[src/rtl/bird_control_if.sv]
// Command/feedback bundle between the bird sequencing controller and its surroundings.
// master = the controller, slave = datapath/gun/game side.
interface bird_control_if;
  logic       start;
  logic       shoot;
  logic [7:0] aim_x;
  logic [6:0] aim_y;
  logic [7:0] bird_x;
  logic [6:0] bird_y;
  logic       enable;
  logic [3:0] control;
  logic [1:0] bird_state;
  logic       hit_pulse;
  logic       escape_pulse;

  modport master (
    input  start, shoot, aim_x, aim_y, bird_x, bird_y, enable,
    output control, bird_state, hit_pulse, escape_pulse
  );

  modport slave (
    output start, shoot, aim_x, aim_y, bird_x, bird_y, enable,
    input  control, bird_state, hit_pulse, escape_pulse
  );
endinterface

[src/rtl/bird_control.sv]
// Bird sequencing controller: frame pacing, clear/move/draw handshake, shot and escape endings.
// Define BIRD_CTRL_LFSR_EN for LFSR-driven direction; otherwise direction alternates right/up.
module bird_control #(
  parameter int FRAME_DIV     = 833333,
  parameter int ESCAPE_FRAMES = 600,
  parameter int MAX_X         = 156,
  parameter int MAX_Y         = 116
) (
  input logic            clk,
  input logic            reset_n,
  bird_control_if.master bus
);

  localparam int CNT_W = (FRAME_DIV > 1) ? $clog2(FRAME_DIV) : 1;
  localparam int ESC_W = (ESCAPE_FRAMES > 0) ? $clog2(ESCAPE_FRAMES + 1) : 1;
  localparam logic [ESC_W-1:0] ESC_MAX = ESC_W'(ESCAPE_FRAMES);

  localparam logic [3:0] C_IDLE  = 4'b0000;
  localparam logic [3:0] C_LEFT  = 4'b0001;
  localparam logic [3:0] C_RIGHT = 4'b0010;
  localparam logic [3:0] C_UP    = 4'b0011;
  localparam logic [3:0] C_DOWN  = 4'b0100;
  localparam logic [3:0] C_CLEAR = 4'b0101;
  localparam logic [3:0] C_DRAW  = 4'b0110;
  localparam logic [3:0] C_SHOT  = 4'b0111;
  localparam logic [3:0] C_ESC   = 4'b1000;

  localparam logic [1:0] B_FLY  = 2'b00;
  localparam logic [1:0] B_FALL = 2'b01;
  localparam logic [1:0] B_ESC  = 2'b10;
  localparam logic [1:0] B_DONE = 2'b11;

  typedef enum logic [2:0] {
    S_WAIT, S_CLEAR, S_MOVE, S_DRAW, S_FALL, S_ESCAPE, S_DONE
  } state_t;

  state_t           r_state;
  logic [3:0]       r_control;
  logic [1:0]       r_bird_state;
  logic             r_hit_pulse;
  logic             r_esc_pulse;
  logic [ESC_W-1:0] r_esc_cnt;
  logic             r_shot;
  logic [CNT_W-1:0] r_frame_cnt;

  logic       w_tick;
  logic       w_flying;
  logic       w_in_box;
  logic       w_move_go;
  logic [7:0] w_dx;
  logic [6:0] w_dy;
  logic [1:0] w_dir_sel;
  logic [3:0] w_dir;

  assign w_tick    = (r_frame_cnt == CNT_W'(FRAME_DIV - 1));
  assign w_move_go = (r_state == S_CLEAR) && bus.enable;
  assign w_flying  = (r_state == S_WAIT) || (r_state == S_CLEAR) ||
                     (r_state == S_MOVE) || (r_state == S_DRAW);

  // Modular differences: a crosshair left of/above the bird wraps large and misses.
  assign w_dx     = bus.aim_x - bus.bird_x;
  assign w_dy     = bus.aim_y - bus.bird_y;
  assign w_in_box = (w_dx <= 8'd3) && (w_dy <= 7'd3);

  always_ff @(posedge clk or negedge reset_n) begin
    if (!reset_n) begin
      r_frame_cnt <= '0;
    end else if (w_tick) begin
      r_frame_cnt <= '0;
    end else begin
      r_frame_cnt <= r_frame_cnt + CNT_W'(1);
    end
  end

`ifdef BIRD_CTRL_LFSR_EN
  logic [7:0] r_lfsr;

  always_ff @(posedge clk or negedge reset_n) begin
    if (!reset_n) begin
      r_lfsr <= 8'hA5;
    end else if (w_tick) begin
      r_lfsr <= {r_lfsr[6:0], r_lfsr[7] ^ r_lfsr[5] ^ r_lfsr[4] ^ r_lfsr[3]};
    end
  end

  assign w_dir_sel = r_lfsr[1:0];
`else
  logic r_alt;

  // Bring-up path: right on even moves, up on odd moves.
  always_ff @(posedge clk or negedge reset_n) begin
    if (!reset_n) begin
      r_alt <= 1'b0;
    end else if (w_move_go) begin
      r_alt <= ~r_alt;
    end
  end

  assign w_dir_sel = r_alt ? 2'b10 : 2'b01;
`endif

  always_comb begin
    w_dir = C_IDLE;
    case (w_dir_sel)
      2'b00:   w_dir = (bus.bird_x == 8'd0)          ? C_RIGHT : C_LEFT;
      2'b01:   w_dir = (bus.bird_x >= 8'(MAX_X))     ? C_LEFT  : C_RIGHT;
      2'b10:   w_dir = (bus.bird_y == 7'd0)          ? C_DOWN  : C_UP;
      default: w_dir = (bus.bird_y >= 7'(MAX_Y))     ? C_UP    : C_DOWN;
    endcase
  end

  always_ff @(posedge clk or negedge reset_n) begin
    if (!reset_n) begin
      r_state      <= S_WAIT;
      r_control    <= C_IDLE;
      r_bird_state <= B_FLY;
      r_hit_pulse  <= 1'b0;
      r_esc_pulse  <= 1'b0;
      r_esc_cnt    <= '0;
      r_shot       <= 1'b0;
    end else begin
      r_hit_pulse <= 1'b0;
      r_esc_pulse <= 1'b0;
      if (w_flying && bus.shoot && w_in_box) begin
        r_shot <= 1'b1;
      end
      case (r_state)
        S_WAIT: begin
          // A pending hit outranks an escape that falls due in the same cycle.
          if (r_shot) begin
            r_state      <= S_FALL;
            r_control    <= C_SHOT;
            r_bird_state <= B_FALL;
            r_shot       <= 1'b0;
          end else if (r_esc_cnt == ESC_MAX) begin
            r_state      <= S_ESCAPE;
            r_control    <= C_ESC;
            r_bird_state <= B_ESC;
          end else if (w_tick) begin
            r_state   <= S_CLEAR;
            r_control <= C_CLEAR;
          end
        end
        S_CLEAR: begin
          if (bus.enable) begin
            r_state   <= S_MOVE;
            r_control <= w_dir;
          end
        end
        S_MOVE: begin
          r_state   <= S_DRAW;
          r_control <= C_DRAW;
        end
        S_DRAW: begin
          if (bus.enable) begin
            r_state   <= S_WAIT;
            r_control <= C_IDLE;
            if (r_esc_cnt != ESC_MAX) begin
              r_esc_cnt <= r_esc_cnt + ESC_W'(1);
            end
          end
        end
        S_FALL: begin
          if (w_tick && (bus.bird_y >= 7'(MAX_Y))) begin
            r_state      <= S_DONE;
            r_control    <= C_IDLE;
            r_bird_state <= B_DONE;
            r_hit_pulse  <= 1'b1;
          end
        end
        S_ESCAPE: begin
          if (w_tick && (bus.bird_y == 7'd0)) begin
            r_state      <= S_DONE;
            r_control    <= C_IDLE;
            r_bird_state <= B_DONE;
            r_esc_pulse  <= 1'b1;
          end
        end
        S_DONE: begin
          if (bus.start) begin
            r_state      <= S_WAIT;
            r_control    <= C_IDLE;
            r_bird_state <= B_FLY;
            r_esc_cnt    <= '0;
            r_shot       <= 1'b0;
          end
        end
        default: begin
          r_state   <= S_WAIT;
          r_control <= C_IDLE;
        end
      endcase
    end
  end

  assign bus.control      = r_control;
  assign bus.bird_state   = r_bird_state;
  assign bus.hit_pulse    = r_hit_pulse;
  assign bus.escape_pulse = r_esc_pulse;

endmodule
[src/flat_wrapper.sv]
// flat-port wrapper written by rule: the top's interface ports become plain ports
module bird_control_flat 
#(
  parameter int FRAME_DIV     = 833333,
  parameter int ESCAPE_FRAMES = 600,
  parameter int MAX_X         = 156,
  parameter int MAX_Y         = 116
)
  (clk, reset_n, bus_start, bus_shoot, bus_aim_x, bus_aim_y, bus_bird_x, bus_bird_y, bus_enable, bus_control, bus_bird_state, bus_hit_pulse, bus_escape_pulse);
  bird_control_if bus_i ();
  input logic clk;
  input logic reset_n;
  input wire logic [$bits(bus_i.start)-1:0] bus_start;
  input wire logic [$bits(bus_i.shoot)-1:0] bus_shoot;
  input wire logic [$bits(bus_i.aim_x)-1:0] bus_aim_x;
  input wire logic [$bits(bus_i.aim_y)-1:0] bus_aim_y;
  input wire logic [$bits(bus_i.bird_x)-1:0] bus_bird_x;
  input wire logic [$bits(bus_i.bird_y)-1:0] bus_bird_y;
  input wire logic [$bits(bus_i.enable)-1:0] bus_enable;
  output wire logic [$bits(bus_i.control)-1:0] bus_control;
  output wire logic [$bits(bus_i.bird_state)-1:0] bus_bird_state;
  output wire logic [$bits(bus_i.hit_pulse)-1:0] bus_hit_pulse;
  output wire logic [$bits(bus_i.escape_pulse)-1:0] bus_escape_pulse;
  assign bus_i.start = bus_start;
  assign bus_i.shoot = bus_shoot;
  assign bus_i.aim_x = bus_aim_x;
  assign bus_i.aim_y = bus_aim_y;
  assign bus_i.bird_x = bus_bird_x;
  assign bus_i.bird_y = bus_bird_y;
  assign bus_i.enable = bus_enable;
  assign bus_control = bus_i.control;
  assign bus_bird_state = bus_i.bird_state;
  assign bus_hit_pulse = bus_i.hit_pulse;
  assign bus_escape_pulse = bus_i.escape_pulse;
  bird_control #(.FRAME_DIV(FRAME_DIV), .ESCAPE_FRAMES(ESCAPE_FRAMES), .MAX_X(MAX_X), .MAX_Y(MAX_Y)) u_core (.clk(clk), .reset_n(reset_n), .bus(bus_i));
endmodule
[config.mk]
export PLATFORM = sky130hd
export DESIGN_NAME = bird_control_flat
export DESIGN_NICKNAME = d
export VERILOG_FILES = /design/src/rtl/bird_control_if.sv /design/src/rtl/bird_control.sv /design/src/flat_wrapper.sv
export SDC_FILE = /design/constraint.sdc
export NUM_CORES = 1
export LEC_CHECK = 0
export CORE_MARGIN = 2
export CORE_UTILIZATION = 40
export CTS_CLUSTER_DIAMETER = 80
export DETAILED_ROUTE_END_ITERATION = 12
export PLACE_DENSITY_LB_ADDON = 0.25
export SETUP_SLACK_MARGIN = 0.15
export SYNTH_ARGS = -nofsm -noshare
export SYNTH_HDL_FRONTEND = slang
export SYNTH_SLANG_ARGS = --single-unit
[constraint.sdc]
create_clock -name clk -period 2.2 [get_ports clk]
set_clock_uncertainty 0.2 [all_clocks]
set_input_delay 0.33 -clock clk [delete_from_list [all_inputs] [get_ports clk]]
set_output_delay 0.33 -clock clk [all_outputs]
set_load 0.02 [all_outputs]
# Yosys cells after proc, flatten, opt, wreduce, memory -nomap -nowiden
# Index checks and enable logic that the tools add are counted.
# classes
div_mod_pow,0
shifts,0
magnitude_cmp,4
n_reduce_logical,18
n_bitwise,1
n_eq_ne,19
n_addsub,4
mul,0
mux,43
# op_table
operator,count
$mux W4,8
$mux W10,3
$mux W3,10
$pmux W4 S7,1
$pmux W3 S7,1
$add A20 B1 Y20 const B,1
$eq A20 B20 Y1 const B,1
$mux W20,1
$pmux W10 S2,1
$mux W2,8
$pmux W4 S3,1
$add A10 B1 Y10 const B,1
$eq A10 B10 Y1 const B,1
$ne A10 B10 Y1 const B,1
$eq A3 B3 Y1 const B,3
$ge A8 B8 Y1 const B,1
$le A8 B2 Y1 const B,1
$logic_not A8 Y1,1
$ne A2 B2 Y1 const B,4
$pmux W2 S4,1
$sub A8 B8 Y8,1
$ge A7 B7 Y1 const B,1
$le A7 B2 Y1 const B,1
$logic_not A7 Y1,1
20 further kinds,35
# totals
latch_bits,0
in_bits,35
n_memories,0
romBits,0
ff_bits,43
mem_bits_rw,0
out_inout_bits,8
wordCells,98

# Longest topological paths before layout
# Gate-level depths: netlist of run 1.
# depth
ltp_word,9
ltp_mapped,9

# Worst setup path before layout of run 1
# Ideal clock, no wire load.
# synth_timing
kind,register to register
from,register u_core.r_frame_cnt[6]
to,register u_core.r_control[2] (netlist: u_core.bus.control[2])
path_stages_with_launch,6
path_slack_ps,-116
arrival_ps,1991
period_less_slack_ps,2316
required_ps,1875
path_buffers,0
path_cell_list,dfrtp_1 -> or4b_1 -> or3_1 -> a311oi_2 -> o21ai_2 -> mux2_4
# synth_between
elab_chain_len,4
elab_cells_between_ends,7
# synth_rtl
item,line_no,text
from (decl),bird_control.sv:44,logic [CNT_W-1:0] r_frame_cnt;
from (signal assigned),bird_control.sv:71,r_frame_cnt <= r_frame_cnt + CNT_W'(1);
$eq A20 B20 Y1 *,bird_control.sv:55,assign w_tick = (r_frame_cnt == CNT_W'(FRAME_DIV - 1));
$logic_and A1 B1 Y1 (on tied branches),"bird_control.sv:172, bird_control.sv:164",
$ne A2 B1 Y1 (no source line),n/a,
$reduce_and A6 Y1 (no source line) *,n/a,
to (signal assigned),bird_control.sv:147,r_control <= w_dir;
to (decl),bird_control.sv:38,logic [3:0] r_control;
# Mark *: on every way between the ends. The rest lies on a longest branch, timed or not.
# A chain may end at the register's enable or synchronous reset.

# Worst setup path in the final report of run 1
# layout_timing
from,register u_core.r_frame_cnt[17]
to,register u_core.r_state[0]
# layout_between
elab_chain_len,4
elab_cells_between_ends,7
# layout_rtl
item,line_no,text
$eq A20 B20 Y1 *,bird_control.sv:55,
$logic_and A1 B1 Y1 (on tied branches),"bird_control.sv:172, bird_control.sv:164",
$ne A2 B1 Y1 (no source line),n/a,
$reduce_and A6 Y1 (no source line) *,n/a,
to (signal assigned),bird_control.sv:173,r_state <= S_DONE;
to (signal assigned),bird_control.sv:181,r_state <= S_WAIT;
to (signal assigned),bird_control.sv:189,r_state <= S_WAIT;
to (decl),bird_control.sv:37,state_t r_state;
# Marked as above.

==> impl_metrics.yaml, run 1 <==
hold_path:
  holdPathStages: 1
  hold_class: "reg2reg"
  min-delay-start: "u_core.bus.control[3]"
  holdPathEnd: "u_core.bus.control[3]"
detailed_routing:
  drtIter0Drc: 42
  drtAntennaViolNets: 0
  drc: 0
  wl_per_cell_um: 13.2
  drtPass1Iterations: 4
  vias: 2617
  viasPerCell: 5.07
  wl_um: 6800
power:
  powerDensity_nw_per_um2: 644
  ir_drop_v: 0.000260
  leakage_nw: 1.88
  p_total_mw: 2.67
logic_synthesis:
  synthMuxAreaShare_pct: 3.00
  avgSynthCellArea_um2: 9.02
  synth_adder_area_share_pct: 9.22
  synth_top_area_cell: "dfrtp_1"
  yosys-top-cells-count: "43 x dfrtp_1, 36 x nor2_1, 28 x inv_1, 22 x nand2_1"
  yosys.area_share.simple_pct: 23.0
  synth_nets: 374
  synth_area_um2: 2880
  synth_most_common_cell: "dfrtp_1"
  dominantRegCellSynth: "dfrtp_1"
  synthCells: 319
  synth_top_cell_area_share_pct: 37.4
  synthArstFlopShare_pct: 100
  ys_ff_latch: 43
  yosys.cell_types.count: 54
  synthXorXnorAreaFrac_pct: 9.44
  yosys-top-cells-area: "dfrtp_1 37%, ha_1 7.8%, xnor2_1 5.5%"
  yosys_warnings: 0
  synth_top_family_by_area: "simple AND/OR/NAND/NOR gates"
  synth_compound_area_share_pct: 13.8
  synth_edf_count: 0
  seq_area_frac_synth_pct: 37.4
global_route:
  grt_max_degree: 25
  grt_pass1_wl_um: 11400
  grtUsageMet1_pct: 24.2
  met2_usage_pct: 30.9
  grt_pass1_vias: 2624
  grt_use_met3_pct: 3.17
  track_usage_pct: 18.2
  grt.busiest_layer: "met2"
  antenna_found_initial: 0
  globalRouteOverflowTotal: 0
floorplanning:
  io_pins: 43
  die_area_um2: 7890
  initial_core_util_pct: 41.9
  row_count: 30
  die_w_um: 88.8
  core_um2: 6870
  die_y_um: 88.8
clocking:
  clk_latency_ps: 300
  cts_tree: "done"
  cts.sinks: 43
  clk_pin_slew_ps: 80
  clockBufferDepth: 2
  cts_buffers: 5
  cts_htree_levels: 2
  cts-root-buf: "clkbuf_8"
timing:
  clock.fmax_ghz: 0.443
  worst_pin_slew_ps: 488
  hold_viol: 0
  period_needed_ps: 2260
  slew_viol_final: 0
  slew_headroom_pct: 67.4
  period_share_pct: 103
  finalSetupViolCount: 5
  rsz0062_at_grt: "true"
  worst_slack_ps: -57.6
  hold_slack_ps: 312
finish:
  finalNetCount: 474
  antenna_cells: 0
  syn2layout_area_growth_pct: 44.1
  drive_gt1_share_pct: 23.1
  multi_input_area_um2: 1850
  seq_area_um2: 1080
  n_fill_cell: 608
  fin_util_pct: 60.4
worst_setup_path:
  crit_path_cell_trace: "or4b_4, or3_4, a311oi_2, o21ai_2, buf_6, mux2i_1"
  cp.required_ps: 2210
  crit_slowest_cell: "or4b_4"
  crit_path_max_incr_delay_ps: 540
  worstSetupPathType: "reg2reg"
  crit_arrival_ps: 2270
  r2r_cells: 6
  worst_setup_path_start_kind: "register"
  crit_fanout: 4
  ff2ff_setup_slack_ps: -60
  crit_path_end_kind: "register"
  timing.rr.start: "u_core.r_frame_cnt[17]"
  r2r_end: "u_core.r_state[0]"
placement:
  gp_congestion: 0.834
  hpwl_um: 5170
  portBuffers: 42
status:
  outcome: "finished, violations left"
  violations: "negative setup slack"
run:
  max_cap_violations: 0
## final cells by class
cell class,count,share of cell area (%)
well taps,96,2.90
multi-input cells,244,44.6
flip-flops and latches,43,26.0
clock inverters,3,1.06
inverters,28,2.53
clock buffers,5,1.66
repair buffers,97,21.3
## cell families (layout without fill, tap and decap cells)
group           Yosys count  after routing
compound gates           60             60
flops                    43             43
xor+xnor                 31             31
buf+inv                  32            133
simple gates            126            126
mux                       7              7
fa+ha+maj                20             20
## report_power, final
group,internal [mW],switching (mW)
registers,0.907,0.126
clock network,0.338,0.282
logic,0.539,0.477
total,1.78,0.885
## critical path: cells and delay by family, from the launching register on
kind | cells | cell delay (ps)
simple gates | 2 | 890
flops | 1 | 380
compound gates | 2 | 370
mux | 1 | 190
buf+inv | 1 | 150
## routing by layer
metal | vias to the layer above | wire length (um) | share of wire (%)
li1 | 1323 | - | -
met1 | 1243 | 3360 | 49
met2 | 42 | 3190 | 47
met3 | 9 | 197 | 2.9
met4 | 0 | 53 | 0.78
met5 | - | 0 | 0
## state kept, by name, indices dropped and copies added, names as in the netlist
name                     cells
u_core.bus.hit_pulse         1
u_core.r_esc_cnt            10
u_core.r_shot                1
u_core.r_frame_cnt          20
u_core.r_state               3
u_core.r_alt                 1
u_core.bus.escape_pulse      1
u_core.bus.control           4
u_core.bus.bird_state        2
## worst max-delay path by stage
stage | from | slack (ps) | depth (start not counted) | endpoint
floorplan | u_core.r_frame_cnt[6] | -70 | 5 | u_core.bus.control[2]
global placement | bus_aim_x[0] | -450 | 9 | u_core.r_shot
detailed placement | bus_aim_x[0] | -480 | 9 | u_core.r_shot
CTS | u_core.r_frame_cnt[17] | -60 | 5 | u_core.bus.control[2]
global route | u_core.r_frame_cnt[17] | -130 | 6 | u_core.r_state[0]
finish | u_core.r_frame_cnt[17] | -60 | 6 | u_core.r_state[0]
## cell usage in the layout (no fill, tap or decap), types with 4 or more instances in the layout
cell type / n
a21oi_1: 15
inv_2: 4
nor2_1: 35
nand2_1: 21
a31oi_1: 4
xor2_1: 12
nor2b_1: 5
clkdlybuf4s50_1: 31
xnor2_1: 18
ha_4: 6
dfrtp_1: 43
dlygate4sd2_1: 6
nor3_1: 4
clkbuf_8: 5
buf_4: 49
o21ai_0: 14
nand2b_1: 7
nand4_1: 9
nand3_1: 13
dlymetal6s2s_1: 4
ha_1: 11
or3_1: 4
inv_1: 24
## repair_timing
item                                   4_1_cts  5_1_grt
setup endpoints to repair                   11       23
hold buffers                                 1        0
gates resized for setup                     17       16
pin swaps                                   11       10
setup buffers                                4        2
endpoints found under the hold margin       19        0
gates cloned                                 0        1
## through the flow
step           setup WS (ps)  cell area, um2  setup TNS [ps]  std cells
2_1_floorplan          -68.9            2920            -207        319
5_1_grt                 -128            4150            -755        516
4_1_cts                -55.2            4030            -257        513
3_3_place_gp            -446            3810           -2710        500
3_5_place_dp            -475            3810           -2750        500
6_report               -57.6            4150            -264        516
No activity file was read; power rests on OpenSTA's default activity.
==> run 2, diff against run 1 <==
Settings changed: CELL_PAD_IN_SITES_DETAIL_PLACEMENT set to 1, CELL_PAD_IN_SITES_GLOBAL_PLACEMENT set to 1, SKIP_LAST_GASP set to 1.
Clock period 2.2 ns to 2.3 ns, I/O delays scaled along.
==> impl_metrics.yaml, run 2 (synthesized netlist as in run 1, its figures left out) <==
status:
  outcome: "finished, violations left"
  violations: "negative setup slack"
finish:
  finalNetCount: 468
  largest-register: "u_core.r_frame_cnt"
  layout_commonest_cell: "buf_4"
  drive_gt1_share_pct: 22.0
  fin_util_pct: 59.1
  syn2layout_area_growth_pct: 41.0
  design_area_um2: 4060
  largest_reg_flops: 20
  stdcell_count: 510
  mostFrequentLayoutCells: "47 x buf_4, 42 x dfrtp_1, 36 x nor2_1, 35 x clkdlybuf4s50_1, 25 x inv_1"
  antenna_cells: 0
detailed_routing:
  wl_per_cell_um: 17.4
  vias: 2736
  drtIter0Drc: 108
  viasPerCell: 5.36
  drtAntennaViolNets: 0
  wl_um: 8880
  drc: 0
  drtPass1Iterations: 4
clocking:
  clk_latency_ps: 310
  cts_buffers: 5
  cts_htree_levels: 2
  clk_pin_slew_ps: 90
  clockBufferDepth: 2
  cts-root-buf: "clkbuf_8"
  cts_tree: "done"
  cts.sinks: 43
timing:
  hold_viol: 0
  slew_viol_final: 0
  period_needed_ps: 2420
  hold_slack_ps: 296
  period_share_pct: 105
  rsz0062_at_grt: "true"
  worst_pin_slew_ps: 533
  worst_slack_ps: -116
  clock.fmax_ghz: 0.414
  finalSetupViolCount: 5
  slew_headroom_pct: 64.5
placement:
  place_ws_ps: -568
  dpl_cell_area_um2: 3730
  portBuffers: 42
  hpwl_um: 6120
  gp_congestion: 0.800
  dp_cells: 494
power:
  ir_drop_v: 0.000333
  powerDensity_nw_per_um2: 657
  leakage_nw: 1.81
worst_setup_path:
  cp.required_ps: 2310
  r2r_cells: 5
  crit_path_end_kind: "register"
  worst_setup_path_start_kind: "input pin"
  r2r_end: "u_core.bus.control[2]"
  ff2ff_setup_slack_ps: -50
  crit_arrival_ps: 2420
  timing.rr.start: "u_core.r_frame_cnt[17]"
  crit_path_cell_trace: "clkdlybuf4s50_1, inv_1, fa_2, xor2_2, o21ai_0, nor4_1, nand3_1, o41ai_2"
  cp_top_family: "buffers and inverters"
  crit_path_max_incr_delay_ps: 490
  crit_slowest_cell: "clkdlybuf4s50_1"
  critPathBufInv: 2
  crit_fanout: 2
  worstSetupPathType: "in2reg"
hold_path:
  holdPathEnd: "u_core.r_frame_cnt[0]"
  holdPathStages: 1
  min-delay-start: "u_core.r_frame_cnt[0]"
  hold_class: "reg2reg"
run:
  max_cap_violations: 0
floorplanning:
  io_pins: 43
  die_area_um2: 7890
  core_um2: 6870
  initial_core_util_pct: 41.9
  row_count: 30
  die_y_um: 88.8
  die_w_um: 88.8
global_route:
  antenna_found_initial: 0
  grt_max_degree: 24
  met2_usage_pct: 40.6
  grtUsageMet1_pct: 29.0
  track_usage_pct: 22.9
  grt_use_met3_pct: 4.38
  grt_pass1_vias: 2925
  grt.busiest_layer: "met2"
  globalRouteOverflowTotal: 0
  grt_pass1_wl_um: 14000
-- run 2: changes by cell type in the layout (fill, tap and decap cells not counted), moves of 2 or more --
| cell | previous run | this run |
|---|---|---|
| a31oi_1 | 4 | 2 |
| buf_4 | 49 | 47 |
| clkdlybuf4s50_1 | 31 | 35 |
| dlygate4sd2_1 | 6 | 3 |
| a31oi_2 | 0 | 2 |
| buf_6 | 2 | 0 |
| ha_1 | 11 | 15 |
| ha_4 | 6 | 2 |
-- run 2: how the worst max path moves through the flow --
stage / from / end / slack (ps) / depth (start not counted)
after floorplan: u_core.r_frame_cnt[6] / u_core.bus.control[2] / 30 / 5
after CTS: bus_aim_y[0] / u_core.r_shot / -40 / 10
after global routing: bus_aim_x[1] / u_core.r_shot / -210 / 8
final: bus_aim_x[1] / u_core.r_shot / -120 / 8
after global placement: bus_bird_y[0] / u_core.r_shot / -420 / 9
after detailed placement: bus_bird_y[0] / u_core.r_shot / -570 / 9
-- run 2: where the power goes --
part | internal (mW) | switching, mW
clock | 0.352 | 0.278
combinational | 0.521 | 0.521
sequential | 0.869 | 0.125
total | 1.74 | 0.923
-- run 2: layer usage --
layer	vias to the layer above	part of all wire [%]
li1	1310	-
met1	1350	45
met2	61	50
met3	15	4.1
met4	0	1.4
met5	-	0
-- run 2: final cells by class --
cell class              count  area [um2]
fillers                   784        2810
multi-input cells         244        1830
flip-flops and latches     43        1080
repair buffers             91         802
well taps                  96         120
inverters                  28         105
clock buffers               6        82.6
clock inverters             2        35.0
-- run 2: timing repair --
action | CTS | global route
buffers inserted | 3 | 4
hold buffers | 1 | 0
gates cloned | 0 | 0
pin swaps | 11 | 9
gates resized for setup | 15 | 19
endpoints found under the hold margin | 21 | 0
setup endpoints to repair | 11 | 11
-- run 2: through the flow --
step	total power [mW]	TNS [ps]
floorplan	1.56	0
global placement	1.91	-1480
detailed placement	1.96	-1880
CTS	2.62	-177
global route	2.82	-676
finish	2.67	-272
